==> src/rtl/uart_pkg.sv <==
// Shared UART definitions: FSM state encoding, bit-timing and counter-width
// helpers used by both the receiver and the transmitter.
package uart_pkg;

    // Frame-level FSM states. PARITY is only visited when parity is compiled in.
    typedef enum logic [2:0] {
        IDLE   = 3'd0,
        START  = 3'd1,
        DATA   = 3'd2,
        PARITY = 3'd3,
        STOP   = 3'd4
    } uart_state_t;

    // Clock cycles spent on one bit on the line (integer division).
    function automatic int unsigned cycles_per_bit(input int unsigned clk_hz,
                                                   input int unsigned bit_rate);
        return clk_hz / bit_rate;
    endfunction

    // Offset from the start edge to the middle of the start bit.
    function automatic int unsigned half_bit(input int unsigned clk_hz,
                                             input int unsigned bit_rate);
        return cycles_per_bit(clk_hz, bit_rate) / 2;
    endfunction

    // Width of a down-counter able to hold a full bit period.
    function automatic int unsigned cnt_width(input int unsigned clk_hz,
                                              input int unsigned bit_rate);
        return $clog2(cycles_per_bit(clk_hz, bit_rate) + 1);
    endfunction

endpackage

==> src/rtl/uart_rx_sync.sv <==
// Two-flop synchroniser for the asynchronous serial line. Both flops reset to
// RESET_VAL so an idle-high line does not look like a start bit out of reset.
module uart_rx_sync #(
    parameter logic RESET_VAL = 1'b1
) (
    input  logic clk,
    input  logic resetn,
    input  logic din,
    output logic dout
);

    logic meta;

    // Shift the raw line through two flops to settle metastability.
    always_ff @(posedge clk or negedge resetn) begin
        if (!resetn) begin
            meta <= RESET_VAL;
            dout <= RESET_VAL;
        end else begin
            meta <= din;
            dout <= meta;
        end
    end

endmodule

==> src/rtl/uart_rx.sv <==
// Asynchronous serial receiver (8N1 by default). Define UART_RX_PARITY_EN to
// accept one even-parity bit between the data bits and the stop bit.
//
// Handshake: uart_rx_valid, uart_rx_ferr and uart_rx_perr are one-cycle,
// mutually exclusive strobes with no back-pressure; uart_rx_data is valid
// in the strobe cycle and holds until the next good frame.
// uart_rx_state exposes the FSM state for observation.
module uart_rx
    import uart_pkg::*;
#(
    parameter int unsigned CLK_HZ       = 50_000_000,
    parameter int unsigned BIT_RATE     = 9600,
    parameter int unsigned PAYLOAD_BITS = 8
) (
    input  logic                    clk,
    input  logic                    resetn,
    input  logic                    uart_rxd,
    input  logic                    uart_rx_en,
    output logic [PAYLOAD_BITS-1:0] uart_rx_data,
    output logic                    uart_rx_valid,
    output logic                    uart_rx_ferr,
    output logic                    uart_rx_perr,
    output uart_state_t             uart_rx_state
);

    localparam int unsigned CPB = cycles_per_bit(CLK_HZ, BIT_RATE);
    localparam int unsigned HB  = half_bit(CLK_HZ, BIT_RATE);
    localparam int unsigned CW  = cnt_width(CLK_HZ, BIT_RATE);
    localparam int unsigned BW  = $clog2(PAYLOAD_BITS);

    localparam logic [CW-1:0] CNT_BIT  = CW'(CPB - 1);
    localparam logic [CW-1:0] CNT_HALF = CW'(HB - 1);
    localparam logic [BW-1:0] LAST_BIT = BW'(PAYLOAD_BITS - 1);

    logic                    rxd_s;
    uart_state_t             state;
    logic [CW-1:0]           cnt;
    logic [BW-1:0]           bit_idx;
    logic [PAYLOAD_BITS-1:0] shr;
    // Set once the line has been seen high in IDLE; a start needs a fresh
    // falling edge, so a held break cannot retrigger frames.
    logic                    armed;
`ifdef UART_RX_PARITY_EN
    logic                    par_bit;
    logic                    perr_q;
`endif

    uart_rx_sync #(.RESET_VAL(1'b1)) u_sync (
        .clk    (clk),
        .resetn (resetn),
        .din    (uart_rxd),
        .dout   (rxd_s)
    );

    // Frame FSM: start validation, mid-bit sampling, stop check and strobes.
    always_ff @(posedge clk or negedge resetn) begin
        if (!resetn) begin
            state         <= IDLE;
            cnt           <= '0;
            bit_idx       <= '0;
            shr           <= '0;
            armed         <= 1'b0;
            uart_rx_data  <= '0;
            uart_rx_valid <= 1'b0;
            uart_rx_ferr  <= 1'b0;
`ifdef UART_RX_PARITY_EN
            par_bit       <= 1'b0;
            perr_q        <= 1'b0;
`endif
        end else begin
            uart_rx_valid <= 1'b0;
            uart_rx_ferr  <= 1'b0;
`ifdef UART_RX_PARITY_EN
            perr_q        <= 1'b0;
`endif
            case (state)
                IDLE: begin
                    if (rxd_s) begin
                        armed <= 1'b1;
                    end else if (armed && uart_rx_en) begin
                        armed   <= 1'b0;
                        cnt     <= CNT_HALF;
                        bit_idx <= '0;
                        state   <= START;
                    end
                end
                START: begin
                    if (cnt != '0) begin
                        cnt <= cnt - 1'b1;
                    end else if (rxd_s) begin
                        state <= IDLE;
                    end else begin
                        cnt   <= CNT_BIT;
                        state <= DATA;
                    end
                end
                DATA: begin
                    if (cnt != '0) begin
                        cnt <= cnt - 1'b1;
                    end else begin
                        shr <= {rxd_s, shr[PAYLOAD_BITS-1:1]};
                        cnt <= CNT_BIT;
                        if (bit_idx == LAST_BIT) begin
`ifdef UART_RX_PARITY_EN
                            state <= PARITY;
`else
                            state <= STOP;
`endif
                        end else begin
                            bit_idx <= bit_idx + 1'b1;
                        end
                    end
                end
`ifdef UART_RX_PARITY_EN
                PARITY: begin
                    if (cnt != '0) begin
                        cnt <= cnt - 1'b1;
                    end else begin
                        par_bit <= rxd_s;
                        cnt     <= CNT_BIT;
                        state   <= STOP;
                    end
                end
`endif
                STOP: begin
                    if (cnt != '0) begin
                        cnt <= cnt - 1'b1;
                    end else begin
                        state <= IDLE;
                        if (!rxd_s) begin
                            uart_rx_ferr <= 1'b1;
`ifdef UART_RX_PARITY_EN
                        end else if (^{shr, par_bit}) begin
                            perr_q <= 1'b1;
`endif
                        end else begin
                            uart_rx_data  <= shr;
                            uart_rx_valid <= 1'b1;
                        end
                    end
                end
                default: state <= IDLE;
            endcase
        end
    end

`ifdef UART_RX_PARITY_EN
    assign uart_rx_perr = perr_q;
`else
    assign uart_rx_perr = 1'b0;
`endif

    assign uart_rx_state = state;

endmodule
==> config.mk <==
export PLATFORM = sky130hd
export DESIGN_NAME = uart_rx
export DESIGN_NICKNAME = d
export VERILOG_FILES = /design/src/rtl/uart_pkg.sv /design/src/rtl/uart_rx_sync.sv /design/src/rtl/uart_rx.sv
export SDC_FILE = /design/constraint.sdc
export NUM_CORES = 1
export LEC_CHECK = 0
export CORE_MARGIN = 2
export CORE_UTILIZATION = 30
export DETAILED_ROUTE_END_ITERATION = 10
export PLACE_DENSITY = 0.5
export SLEW_MARGIN = 20
export SYNTH_ARGS = -nofsm -noshare
export SYNTH_HDL_FRONTEND = slang
export SYNTH_SLANG_ARGS = --single-unit
==> constraint.sdc <==
create_clock -name clk -period 5.93 [get_ports clk]
set_clock_uncertainty 0.15 [all_clocks]
set_input_delay 1.186 -clock clk [delete_from_list [all_inputs] [get_ports clk]]
set_output_delay 1.186 -clock clk [all_outputs]
set_load 0.05 [all_outputs]
* After elaboration in Yosys (flattened, before gate mapping)
Index checks and enable logic that the tools add are counted.
** Operators by class
- Equality and inequality tests :: 13
- Multiplexer cells :: 28
- Bitwise logic cells :: 1
- Add/subtract/negate cells :: 2
- Reduce and logical (&&, ||, !) cells :: 12
** Operators with widths (number)
- $mux 13 :: 6
- $pmux 13 s4 :: 1
- $mux 3 :: 10
- $ne 2x2->1 const B :: 8
- $reduce_bool 13->1 :: 1
- $sub 13x1->13 const B :: 1
- $pmux 3 s4 :: 1
- $reduce_and 5->1 :: 2
- $mux 1 :: 8
- $eq 3x3->1 const B :: 2
- $pmux 3 s2 :: 1
- $reduce_and 6->1 :: 1
- $reduce_and 2->1 :: 2
- $reduce_bool 2->1 :: 2
- $reduce_bool 4->1 :: 1
- $add 3x1->3 const B :: 1
- $eq 3x1->1 const B :: 1
- $eq 3x2->1 const B :: 1
- $logic_not 3->1 :: 1
- $ne 3x3->1 const B :: 1
- $reduce_and 3->1 :: 1
- $mux 2 :: 1
- $logic_and 1x1->1 :: 1
- $not 1->1 :: 1
** Storage, ports and cells
- Output and inout bits :: 14
- Bits in registers :: 40
- Logic and storage cells :: 66

* Longest topological paths before layout
Gate-level depths: netlist of the first run.
- Depth after elaboration :: 4
- Mapped depth :: 8

* By module
A second synthesis of the first run with hierarchy kept.
** Unflattened totals
- Cells, all modules :: 194
- Area total of the unflattened synthesis :: 2030.7 um^2
** Modules (own cells, without submodules)
- uart_rx :: sequential area each 950.9 um^2, area an instance 1978.1 um^2, instances 1, cells an instance 192
- uart_rx_sync :: sequential area each 52.6 um^2, area an instance 52.6 um^2, instances 1, cells an instance 2

* Worst setup path before layout of the first run
No wires, ideal clock.
- Path type :: in2reg
- Start point :: in uart_rx_en
- End point :: reg cnt[11]
- Setup time :: 129 ps
- Setup slack :: 3611 ps
- Data arrival time :: 2040 ps
- Cell stages on the path :: 6
- Data required time :: 5651 ps
- Buffers on the path :: 1
- Cell sequence :: nand3b_1 > a21oi_1 > o31ai_2 > buf_2 > o31ai_1 > o21ai_1
** Between the ends
- Word-level cells in the longest chain between the ends :: 3
** RTL lines
- from (decl) :: line uart_rx.sv:18 : input logic uart_rx_en,
- $logic_and 1x1->1 :: line uart_rx.sv:80 : end else if (armed && uart_rx_en) begin
- $ne 2x2->1 (no line)
- $reduce_and 5->1 (no line)
- to (signal assigned) :: line uart_rx.sv:89 : cnt <= cnt - 1'b1;
- to (signal assigned) :: line uart_rx.sv:99 : cnt <= cnt - 1'b1;
- to (signal assigned) :: line uart_rx.sv:127 : cnt <= cnt - 1'b1;
- to (decl) :: line uart_rx.sv:37 : logic [CW-1:0] cnt;
Every way passes these cells.
A chain may end at the register's enable or synchronous reset.

* Worst setup path after layout of the first run
- Start point :: reg state[1] (netlist: uart_rx_state[1])
- End point :: out uart_rx_state[1]
** RTL lines
- from (decl) :: line uart_rx.sv:36 : uart_state_t state;
- from (signal assigned) :: line uart_rx.sv:58 : state <= IDLE;
- from (signal assigned) :: line uart_rx.sv:84 : state <= START;
- from (signal assigned) :: line uart_rx.sv:91 : state <= IDLE;
- to (decl) :: line uart_rx.sv:23 : output uart_state_t uart_rx_state
No word-level cell between the ends.

==> impl_summary.txt, run 1 <==
----------------------------------------------------
[Worst setup path]
  Critical Setup Path Class ... reg -> out
  Biggest cell delay along the critical path ... slightly above 0.9 ns
  Crit path cell chain ... clkdlybuf4s50_1
  Required time at the worst-slack endpoint ... about 4.6 ns
  Largest delay share family, worst path ... buffers and inverters
  Arrival time of data at the critical path endpoint ... 1.95 ns
  Startpoint type of the worst setup path ... flop
  Master of the slowest instance on the critical path ... clkdlybuf4s50_1
  Element type at the critical path end ... output port
  Max Fanout on Critical Path ... 16
  Critical path buffer and inverter count ... 1

[STA]
  Least-Margin Pin Slew ... 0.916 ns
  Setup ws final ... about 2.6 ns
  Max Fclk ... between 300 and 400 MHz
  Period Utilization, post-route ... 55.4%
  Setup TNS ... 0 ns
  Tightest slew margin relative to the limit ... 38.9%
  Total count of hold-check failures in the final report ... 0
  Endpoints failing setup ... 0
  RSZ-0062 raised after global routing ... false
  Final-report max-slew violation count ... 0
  Fin crit period ... approximately 3.3 ns

[Floorplan]
  Height of the chip ... a little under 90 um
  Initial core utilization ... a little under a third
  Die width ... around 87 um
  Area of the placeable core ... just under 7000 um^2
  Count of standard-cell rows ... 30
  Number of top-level pins ... 18
  Die Footprint ... between 7000 and 8000 um^2

[Placed design]
  HPWL reported at the end of detailed placement ... 2610 um
  Number of cells after detailed placement ... 262
  Worst slack, placed ... 2.92 ns
  Total of buffers placed on input and output ports ... 16
  GPL Wtd Cong ... 0.799
  Placed inst area ... between 2000 and 2500 um^2

[Clocking]
  CTS tree ... yes
  Clock sinks ... 40
  Number of levels in the clock H-tree ... 2
  Clk root buf ... clkbuf_8
  Clock-pin transition on the worst setup and hold timing paths ... about 0.080 ns
  Maximum count of clock buffers along a single path ... 2
  Count of cells resized by post-cts repair ... 0
  Clock latency at the later pin of the worst-skew pair ... ~0.30 ns
  Number of buffers inserted to repair setup after CTS ... 0
  Number of clock buffers inserted by TritonCTS ... 5
  Post-cts hold buffer count ... 0

[Final layout]
  Commonest cells after routing, fill and taps aside ... dfrtp_1, mux2_4, clkdlybuf4s50_1, a21oi_1, o21ai_1
  Cell area after layout ... ~2400 um^2
  Layout cell share with drive strength beyond 1 ... 22.1%
  Filler cell count in the final layout ... 691
  Area growth from synthesis to layout ... 14.5%
  Most common cell after layout, fill and taps aside ... dfrtp_1
  Utilization after layout ... 35.1%
  Nets ... approximately 200
  Antenna diode count ... 0
  Post-route insts no fill ... 270

[Routing]
  DRT iter0 DRCs ... 41
  Routed length per placed instance ... ~14 um
  Number of DRC violations after detailed routing ... 0
  Vias per cell ... 5.22
  Routed Antenna Nets ... 0
  Total wire length ... between 3000 and 4000 um
  Detailed Routing Iterations Pass 1 ... 4
  Via count ... approximately 1400

[GRT]
  Fraction of met3 tracks used by global routing ... approximately 3.0%
  Initial antenna violation count ... 0
  Met2 demand-to-capacity share in global routing ... 17.5%
  Via count of the first global-routing pass ... approximately 1400
  Global-route total usage across every layer ... a little under an eighth
  Gr ovfl total ... 0
  GR Util met1 ... 15.9%
  Wire length of the first global-routing pass ... 6740 um
  Largest net degree at the start of global routing ... slightly above 40
  Most used routing layer in global routing ... met2

[Logic synthesis]
  EDFF count, synth ... 0
  Post-synthesis cell area ... 2070 um^2
  Sequential share of the synthesized area ... between 40% and 50%
  Yosys reg bits ... 40
  Post-synth net total ... 182
  Fraction of synthesis flops using an asynchronous set or reset pin ... 100%
  Post-synth top flop ... dfrtp_1
  Synthesized netlist cell count ... ~170
  Synth Area per Inst ... approximately 12 um^2
  Number of warnings printed during yosys synthesis ... 0
  Number of different library cells in the post-synthesis netlist ... 52

[Pwr]
  Design internal power ... 0.466 mW
  Share of total power in the clock network ... between 20% and 30%
  Reg power frac ... 47.7%
  Peak supply drop ... approximately 0.16 mV
  Pwr/cell area ... slightly above 300 nW/um^2
  Leakage power ... 1.03 nW
  Net switching power of the design ... approximately 0.27 mW
  Switching share of total power ... a little over a third
  Comb pwr share ... ~28%

[Worst hold path]
  Kind of path behind the tightest hold check ... reg -> reg

[Run]
  Count of maximum capacitance violations ... 0

[Outcome]
  Result of the run ... completed

----------------------------------------------------
-- per-layer routing --
metal / part of all wire [%] / vias up
met5: 0 / -
met4: 2.2 / 0
met3: 3.9 / 9
met2: 44 / 31
met1: 50 / 689
li1: - / 680
-- power by group through the flow --
stage / sequential (mW) / combinational (mW) / clock, mW
after floorplan: 0.347 / 0.162 / 0
after global placement: 0.355 / 0.203 / 0
after detailed placement: 0.355 / 0.203 / 0
after CTS: 0.350 / 0.205 / 0.191
after global routing: 0.359 / 0.233 / 0.198
final: 0.350 / 0.202 / 0.183
-- synthesized netlist by cell type (all sizes together) (4+ instances only) --
cell type	number	area share (%)
mux2	18	13
nand3	4	2.4
nor2	9	1.7
nor3	7	2.2
ha	4	2.4
o21ai	11	2.7
o22a	5	2.1
a31oi	5	1.5
a21oi	12	2.9
buf	6	1.9
nand2	7	1.3
a22o	5	2.1
dfrtp	38	46
inv	4	0.72
-- final timing paths --
check                                  from          endpoint  slack, ns  depth (start not counted)
min                             u_sync.meta       u_sync.dout       0.21                          0
max                        uart_rx_state[1]  uart_rx_state[1]       2.64                          1
max reg2reg                          cnt[0]            cnt[7]       3.51                          8
max in group asynchronous            resetn  uart_rx_state[0]       4.18                          1
min in group asynchronous            resetn            cnt[3]       0.86                          1
min reg2reg                     u_sync.meta       u_sync.dout       0.21                          0
-- kinds of logic after synthesis --
family | share of synthesized area (%)
AOI/OAI and AO/OA | 14.6
other | 0.181
and+or+nand+nor | 16.8
DFF | 48.4
xor gates and xnor gates | 0.845
adders and majority gates | 2.90
muxes | 13.1
buffers and inverters | 3.14
-- sequential cells by signal, indices dropped and copies added, names as in the netlist --
name	flops
uart_rx_ferr	1
bit_idx	3
u_sync.dout	1
u_sync.meta	1
cnt	13
armed	1
uart_rx_state	3
uart_rx_data	8
shr	8
uart_rx_valid	1
-- worst reg2reg max path, delay by kind of cell, from the launching register on --
family          cells  cell delay (ns)
compound gates      2             0.48
simple gates        3             0.70
fa+ha+maj           1             0.16
flops               1             0.42
buf+inv             2             0.39
-- per-stage QoR --
stage	total power, mW	hold WS, ns
after global routing	0.790	0.217
after floorplan	0.509	0.195
after CTS	0.746	0.211
after global placement	0.558	0.196
after detailed placement	0.559	0.197
final	0.735	0.209
-- layout make-up --
type                       count  area (um^2)  share of cell area, %
timing repair buffer          17          163                   6.85
clock inverter                 3         18.8                  0.790
tap                           80          100                   4.21
multi-input combinational    121         1010                   42.4
clock buffer                   5         68.8                   2.90
inverter                       4         15.0                  0.632
sequential                    40         1000                   42.3
Power figures use the tool's default switching activity.
==> run 2, diff against run 1 <==
==> constraint.sdc (replaced) <==
create_clock -name clk -period 3.03 [get_ports clk]
set_clock_uncertainty 0.15 [all_clocks]
set_input_delay 0.606 -clock clk [delete_from_list [all_inputs] [get_ports clk]]
set_output_delay 0.606 -clock clk [all_outputs]
set_load 0.05 [all_outputs]
==> impl_summary.txt, run 2 (synthesized netlist as in run 1, its figures left out) <==
----------------------------------------------------
[Routing]
  Routed length per placed instance ... 14.4 um (-0.23%)
  Routed Antenna Nets ... 0 (unchanged)
  Vias per cell ... 5.11 (-2.1%)
  Detailed Routing Iterations Pass 1 ... 4 (unchanged)
  Via count ... 1389 (-1.4%)
  Total wire length ... 3920 um (+0.51%)
  Number of DRC violations after detailed routing ... 0 (unchanged)
  DRT iter0 DRCs ... 42 (+2.4%)

[Pwr]
  Reg power frac ... 44.6% (-3.1 points)
  Design Power ... 1.54 mW (+110%)
  Design internal power ... 1.01 mW (+120%)
  Net switching power of the design ... 0.533 mW (+98%)
  Switching share of total power ... 34.6% (-1.9 points)
  Peak supply drop ... 0.379 mV (+140%)
  Comb pwr share ... 26.1% (-1.4 points)
  Share of total power in the clock network ... 29.2% (+4.3 points)
  Pwr/cell area ... 637 nW/um^2 (+110%)
  Leakage power ... 1.05 nW (+1.7%)

[Floorplan]
  Area of the placeable core ... 6760 um^2 (unchanged)
  Die width ... 87.2 um (unchanged)
  Count of standard-cell rows ... 30 (unchanged)
  Number of top-level pins ... 18 (unchanged)
  Initial core utilization ... 30.7% (unchanged)
  Die Footprint ... 7600 um^2 (unchanged)
  Height of the chip ... 87.2 um (unchanged)

[STA]
  Final hold slack ... 0.208 ns (-0.000921 ns)
  Setup TNS ... 0 ns (unchanged)
  Tightest slew margin relative to the limit ... 38.8% (-0.15 points)
  Max Fclk ... between 300 and 400 MHz
  RSZ-0062 raised after global routing ... false
  Total count of hold-check failures in the final report ... 0 (unchanged)
  Fin crit period ... around 2.6 ns
  Endpoints failing setup ... 0 (unchanged)
  Final-report max-slew violation count ... 0 (unchanged)
  Least-Margin Pin Slew ... 0.918 ns (+0.00222 ns)
  Setup ws final ... 0.461 ns (-2.18 ns)
  Period Utilization, post-route ... between 80 and 90%

[Worst setup path]
  Critical Setup Path Class ... reg -> out
  Required time at the worst-slack endpoint ... 2.27 ns (-2.32 ns)
  Startpoint type of the worst setup path ... flop
  Crit path cell chain ... clkdlybuf4s50_1
  Arrival time of data at the critical path endpoint ... 1.81 ns (-0.14 ns)
  Master of the slowest instance on the critical path ... clkdlybuf4s50_1
  Element type at the critical path end ... output port
  Critical path buffer and inverter count ... 1 (unchanged)
  Max Fanout on Critical Path ... 15 (-1)
  Largest delay share family, worst path ... buffers and inverters
  Biggest cell delay along the critical path ... 0.90 ns (-0.02 ns)

[Run]
  Count of maximum capacitance violations ... 0 (unchanged)

[Placed design]
  Placed inst area ... 2300 um^2 (+0.66%)
  HPWL reported at the end of detailed placement ... 2640 um (+1.4%)
  GPL Wtd Cong ... 0.715 (-10%)
  Total of buffers placed on input and output ports ... 16 (unchanged)
  Worst slack, placed ... 0.593 ns (-2.32 ns)

[Clocking]
  CTS tree ... yes
  Number of clock buffers inserted by TritonCTS ... 5 (unchanged)
  Count of cells resized by post-cts repair ... 0 (unchanged)
  Maximum count of clock buffers along a single path ... 2 (unchanged)
  Post-cts hold buffer count ... 0 (unchanged)
  Number of buffers inserted to repair setup after CTS ... 0 (unchanged)
  Number of levels in the clock H-tree ... 2 (unchanged)
  Clock latency at the later pin of the worst-skew pair ... 0.29 ns (about the same)
  Clk root buf ... clkbuf_8
  Clock-pin transition on the worst setup and hold timing paths ... 0.08 ns (about the same)
  Clock sinks ... 40 (unchanged)

[Final layout]
  Layout cell share with drive strength beyond 1 ... 22.9% (+0.81 points)
  Area of combinational cells with multiple inputs ... 1010 um^2 (unchanged)
  Filler cell count in the final layout ... 680 (-1.6%)
  Largest registers in the final layout ... cnt: 13 flops, shr: 8 flops, uart_rx_data: 8 flops
  Register with the most flip-flops ... cnt
  Cell area after layout ... 2420 um^2 (+1.8%)
  Commonest cells after routing, fill and taps aside ... dfrtp_1, mux2_4, clkdlybuf4s50_1, a21oi_1, o21ai_1
  Nets ... 199 (+1.0%)
  Seq. cell area ... 1000 um^2 (unchanged)
  Area growth from synthesis to layout ... 16.5%
  Antenna diode count ... 0 (unchanged)
  Flip-flop count of the largest register after layout ... 13 (unchanged)
  Most common cell after layout, fill and taps aside ... dfrtp_1

[Worst hold path]
  Kind of path behind the tightest hold check ... reg -> reg

[GRT]
  Wire length of the first global-routing pass ... 6560 um (-2.7%)
  Largest net degree at the start of global routing ... 41 (unchanged)
  Global-route total usage across every layer ... 11.3% (-0.35 points)
  Via count of the first global-routing pass ... 1299 (-5.3%)
  Initial antenna violation count ... 0 (unchanged)
  Gr ovfl total ... 0 (unchanged)

[Outcome]
  Result of the run ... completed

----------------------------------------------------
==> run 2: cell count changes in the layout (fill, tap and decap cells not counted), sizes merged <==
cell / change
clkinv: -3
buf: +2
bufinv: +1
clkinvlp: +1
inv: +1
==> run 2: metrics by stage <==
stage	util, %	cells
finish	35.8	272
CTS	35.8	272
floorplan	-	174
detailed placement	34.1	264
global placement	34.1	264
global route	35.8	272
==> run 2: worst reg2reg max path, stage by stage (launching register included) <==
cell and delay (ns):
dfrtp_1 0.42, inv_1 0.11, ha_1 0.16, nor4b_2 0.33
nand3_2 0.23, o31ai_2 0.30, buf_4 0.29, a21oi_1 0.08
o22a_1 0.19
==> run 2: final cells by class <==
class	instances	area share (%)
Sequential cell	40	41.5
Inverter	4	0.621
Timing Repair Buffer	19	7.35
Multi-Input combinational cell	121	41.6
Clock buffer	5	2.85
Clock inverter	3	1.92
Tap cell	80	4.14
==> run 2: power groups by stage <==
stage / registers, mW / logic, mW / clock network [mW]
detailed placement: 0.695 / 0.407 / 0
global route: 0.700 / 0.453 / 0.492
CTS: 0.685 / 0.408 / 0.470
global placement: 0.696 / 0.405 / 0
finish: 0.687 / 0.403 / 0.450
floorplan: 0.680 / 0.316 / 0
==> run 2: worst paths after layout <==
path                             startpoint          endpoint  slack (ns)  depth (start not counted)
min in group asynchronous            resetn            cnt[1]        0.28                          1
max                        uart_rx_state[0]  uart_rx_state[0]        0.46                          1
max reg2reg                          cnt[0]           cnt[10]        0.68                          8
min reg2reg                     u_sync.meta       u_sync.dout        0.21                          0
max in group asynchronous            resetn        bit_idx[1]        1.86                          1
min                             u_sync.meta       u_sync.dout        0.21                          0
==> run 2: metal layers <==
layer,track usage (%),up-vias,share of wire (%)
met5,0,-,0
met4,4.20,0,1.5
met3,2.65,5,2.8
met2,16.6,21,43
met1,16.2,675,52
li1,-,688,-
==> run 3, diff against run 2 <==
--- a/config.mk
+++ b/config.mk
@@ -8,7 +8,7 @@
 export CORE_MARGIN = 2
 export CORE_UTILIZATION = 30
 export DETAILED_ROUTE_END_ITERATION = 10
-export PLACE_DENSITY = 0.5
+export PLACE_DENSITY = 0.52
 export SLEW_MARGIN = 20
 export SYNTH_ARGS = -nofsm -noshare
 export SYNTH_HDL_FRONTEND = slang
==> constraint.sdc (replaced) <==
create_clock -name clk -period 2.3 [get_ports clk]
set_clock_uncertainty 0.15 [all_clocks]
set_input_delay 0.46 -clock clk [delete_from_list [all_inputs] [get_ports clk]]
set_output_delay 0.46 -clock clk [all_outputs]
set_load 0.05 [all_outputs]
==> impl_summary.txt, run 3 (synthesized netlist as in run 1, its figures left out) <==
----------------------------------------------------
[Final layout]
  Utilization after layout ... 40.1% (+4.4 points)
  Post-route insts no fill ... 299 (+9.9%)
  Area growth from synthesis to layout ... 30.8%
  Largest registers in the final layout ... cnt: 13 flops, shr: 8 flops, uart_rx_data: 8 flops
  Filler cell count in the final layout ... 654 (-3.8%)
  Commonest cells after routing, fill and taps aside ... dfrtp_1, buf_4, mux2_4, a21oi_1, clkdlybuf4s50_1
  Flip-flop count of the largest register after layout ... 13 (unchanged)
  Most common cell after layout, fill and taps aside ... dfrtp_1
  Nets ... 226 (+14%)
  Register with the most flip-flops ... cnt
  Antenna diode count ... 0 (unchanged)
  Layout cell share with drive strength beyond 1 ... 36.5% (+14 points)

[Worst setup path]
  Critical register-to-register path startpoint ... cnt[9]
  Required time at the worst-slack endpoint ... 2.33 ns (+0.06 ns)
  Arrival time of data at the critical path endpoint ... 2.23 ns (+0.42 ns)
  Element type at the critical path end ... flop
  FF-to-FF path depth ... 5 (-3)
  Max Fanout on Critical Path ... 5 (-10)
  Internal reg-to-reg setup slack ... 0.10 ns (-0.58 ns)
  R2R Path End ... uart_rx_data[6]
  Critical Setup Path Class ... reg -> reg
  Startpoint type of the worst setup path ... flop

[Clocking]
  Clock latency at the later pin of the worst-skew pair ... 0.30 ns (about the same)
  Clock sinks ... 40 (unchanged)
  Clk root buf ... clkbuf_8
  Maximum count of clock buffers along a single path ... 2 (unchanged)
  Clock-pin transition on the worst setup and hold timing paths ... 0.08 ns (about the same)
  CTS tree ... yes
  Number of clock buffers inserted by TritonCTS ... 5 (unchanged)
  Number of levels in the clock H-tree ... 2 (unchanged)

[Worst hold path]
  Depth of the worst hold-timing path ... 0 (unchanged)
  Worst Hold Endpoint ... u_sync.dout
  Startpoint of the tightest hold check path ... u_sync.meta
  Kind of path behind the tightest hold check ... reg -> reg

[STA]
  Tightest slew margin relative to the limit ... 48.7% (+9.9 points)
  Total count of hold-check failures in the final report ... 0 (unchanged)
  Final-report max-slew violation count ... 0 (unchanged)
  Setup TNS ... 0 ns (unchanged)
  Least-Margin Pin Slew ... 0.768 ns (-0.150 ns)
  RSZ-0062 raised after global routing ... false
  Period Utilization, post-route ... between 90% and 100%
  Fin crit period ... roughly 2.2 ns
  Endpoints failing setup ... 0 (unchanged)
  Max Fclk ... about 450 MHz

[Pwr]
  Peak supply drop ... 0.488 mV (+29%)
  Pwr/cell area ... 824 nW/um^2 (+29%)
  Leakage power ... 1.19 nW (+14%)
  Design Power ... 2.24 mW (+45%)

[GRT]
  Initial antenna violation count ... 0 (unchanged)
  Largest net degree at the start of global routing ... 24 (-41%)
  Gr ovfl total ... 0 (unchanged)
  Via count of the first global-routing pass ... 1512 (+16%)
  Wire length of the first global-routing pass ... 7670 um (+17%)
  Global-route total usage across every layer ... 12.9% (+1.7 points)

[Routing]
  Number of DRC violations after detailed routing ... 0 (unchanged)
  Detailed Routing Iterations Pass 1 ... 4 (unchanged)
  DRT iter0 DRCs ... 79 (+88%)
  Vias per cell ... 5.15 (+0.92%)
  Routed length per placed instance ... 14.4 um (+0.21%)
  Routed Antenna Nets ... 0 (unchanged)
  Via count ... 1541 (+11%)
  Total wire length ... 4320 um (+10%)

[Placed design]
  HPWL reported at the end of detailed placement ... 3070 um (+16%)
  Number of cells after detailed placement ... 286 (+8.3%)
  GPL Wtd Cong ... 0.772 (+7.9%)
  Total of buffers placed on input and output ports ... 16 (unchanged)

[Floorplan]
  Initial core utilization ... 30.7% (unchanged)
  Die Footprint ... 7600 um^2 (unchanged)
  Area of the placeable core ... 6760 um^2 (unchanged)
  Count of standard-cell rows ... 30 (unchanged)
  Die width ... 87.2 um (unchanged)
  Height of the chip ... 87.2 um (unchanged)
  Number of top-level pins ... 18 (unchanged)

[Run]
  Count of maximum capacitance violations ... 0 (unchanged)

[Outcome]
  Result of the run ... completed

----------------------------------------------------
-- run 3: report_power, final --
group / leakage [nW] / switching [mW] / internal [mW]
Clock: 0.0548 / 0.271 / 0.327
Combinational: 0.613 / 0.426 / 0.350
Sequential: 0.520 / 0.0809 / 0.780
-- run 3: per-stage QoR --
step | setup WS (ns) | hold slack, ns | instance area (um^2)
2_1_floorplan | 0.0246 | 0.0144 | 2070
4_1_cts | 0.00824 | 0.215 | 2670
3_5_place_dp | 0.00322 | 0.202 | 2480
3_3_place_gp | 0.0384 | 0.196 | 2480
6_report | 0.102 | 0.213 | 2710
5_1_grt | 0.00746 | 0.227 | 2710
-- run 3: worst max-delay path by stage --
stage	start	endpoint	slack (ns)	cells past startpoint
floorplan	uart_rx_state[2]	cnt[8]	0.02	6
global placement	cnt[1]	uart_rx_data[6]	0.04	6
detailed placement	cnt[1]	uart_rx_data[6]	0.003	6
CTS	cnt[1]	uart_rx_data[6]	0.008	7
global route	uart_rx_state[0]	uart_rx_data[3]	0.007	4
finish	cnt[9]	uart_rx_data[6]	0.10	5
-- run 3: critical path: stages, from the launching register on --
cell     delay [ns]
dfrtp_1        0.44
or4_1          0.62
nor3_4         0.24
buf_12         0.15
nand3_4        0.13
mux2_4         0.35
-- run 3: cell type report --
cell class	instances	area [um^2]	share of cell area, %
clock buffer	5	68.8	2.54
clock inverter	3	46.3	1.71
inverter	4	15.0	0.554
multi-input combinational	123	1080	39.7
sequential	40	1000	37.0
tap	80	100	3.69
timing repair buffer	44	402	14.8
-- run 3: what timing repair did --
item,in CTS,in global routing
gates resized for setup,2,10
setup buffers,2,0
gates cloned,2,0
setup endpoints to repair,16,30
endpoints found under the hold margin,15,0
hold buffers,1,0
pin swaps,2,2
-- run 3: routing by layer --
layer / track usage [%] / part of all wire [%]
met5: 0 / 0
met4: 4.62 / 1.3
met3: 2.84 / 2.2
met2: 19.0 / 45
met1: 18.7 / 52
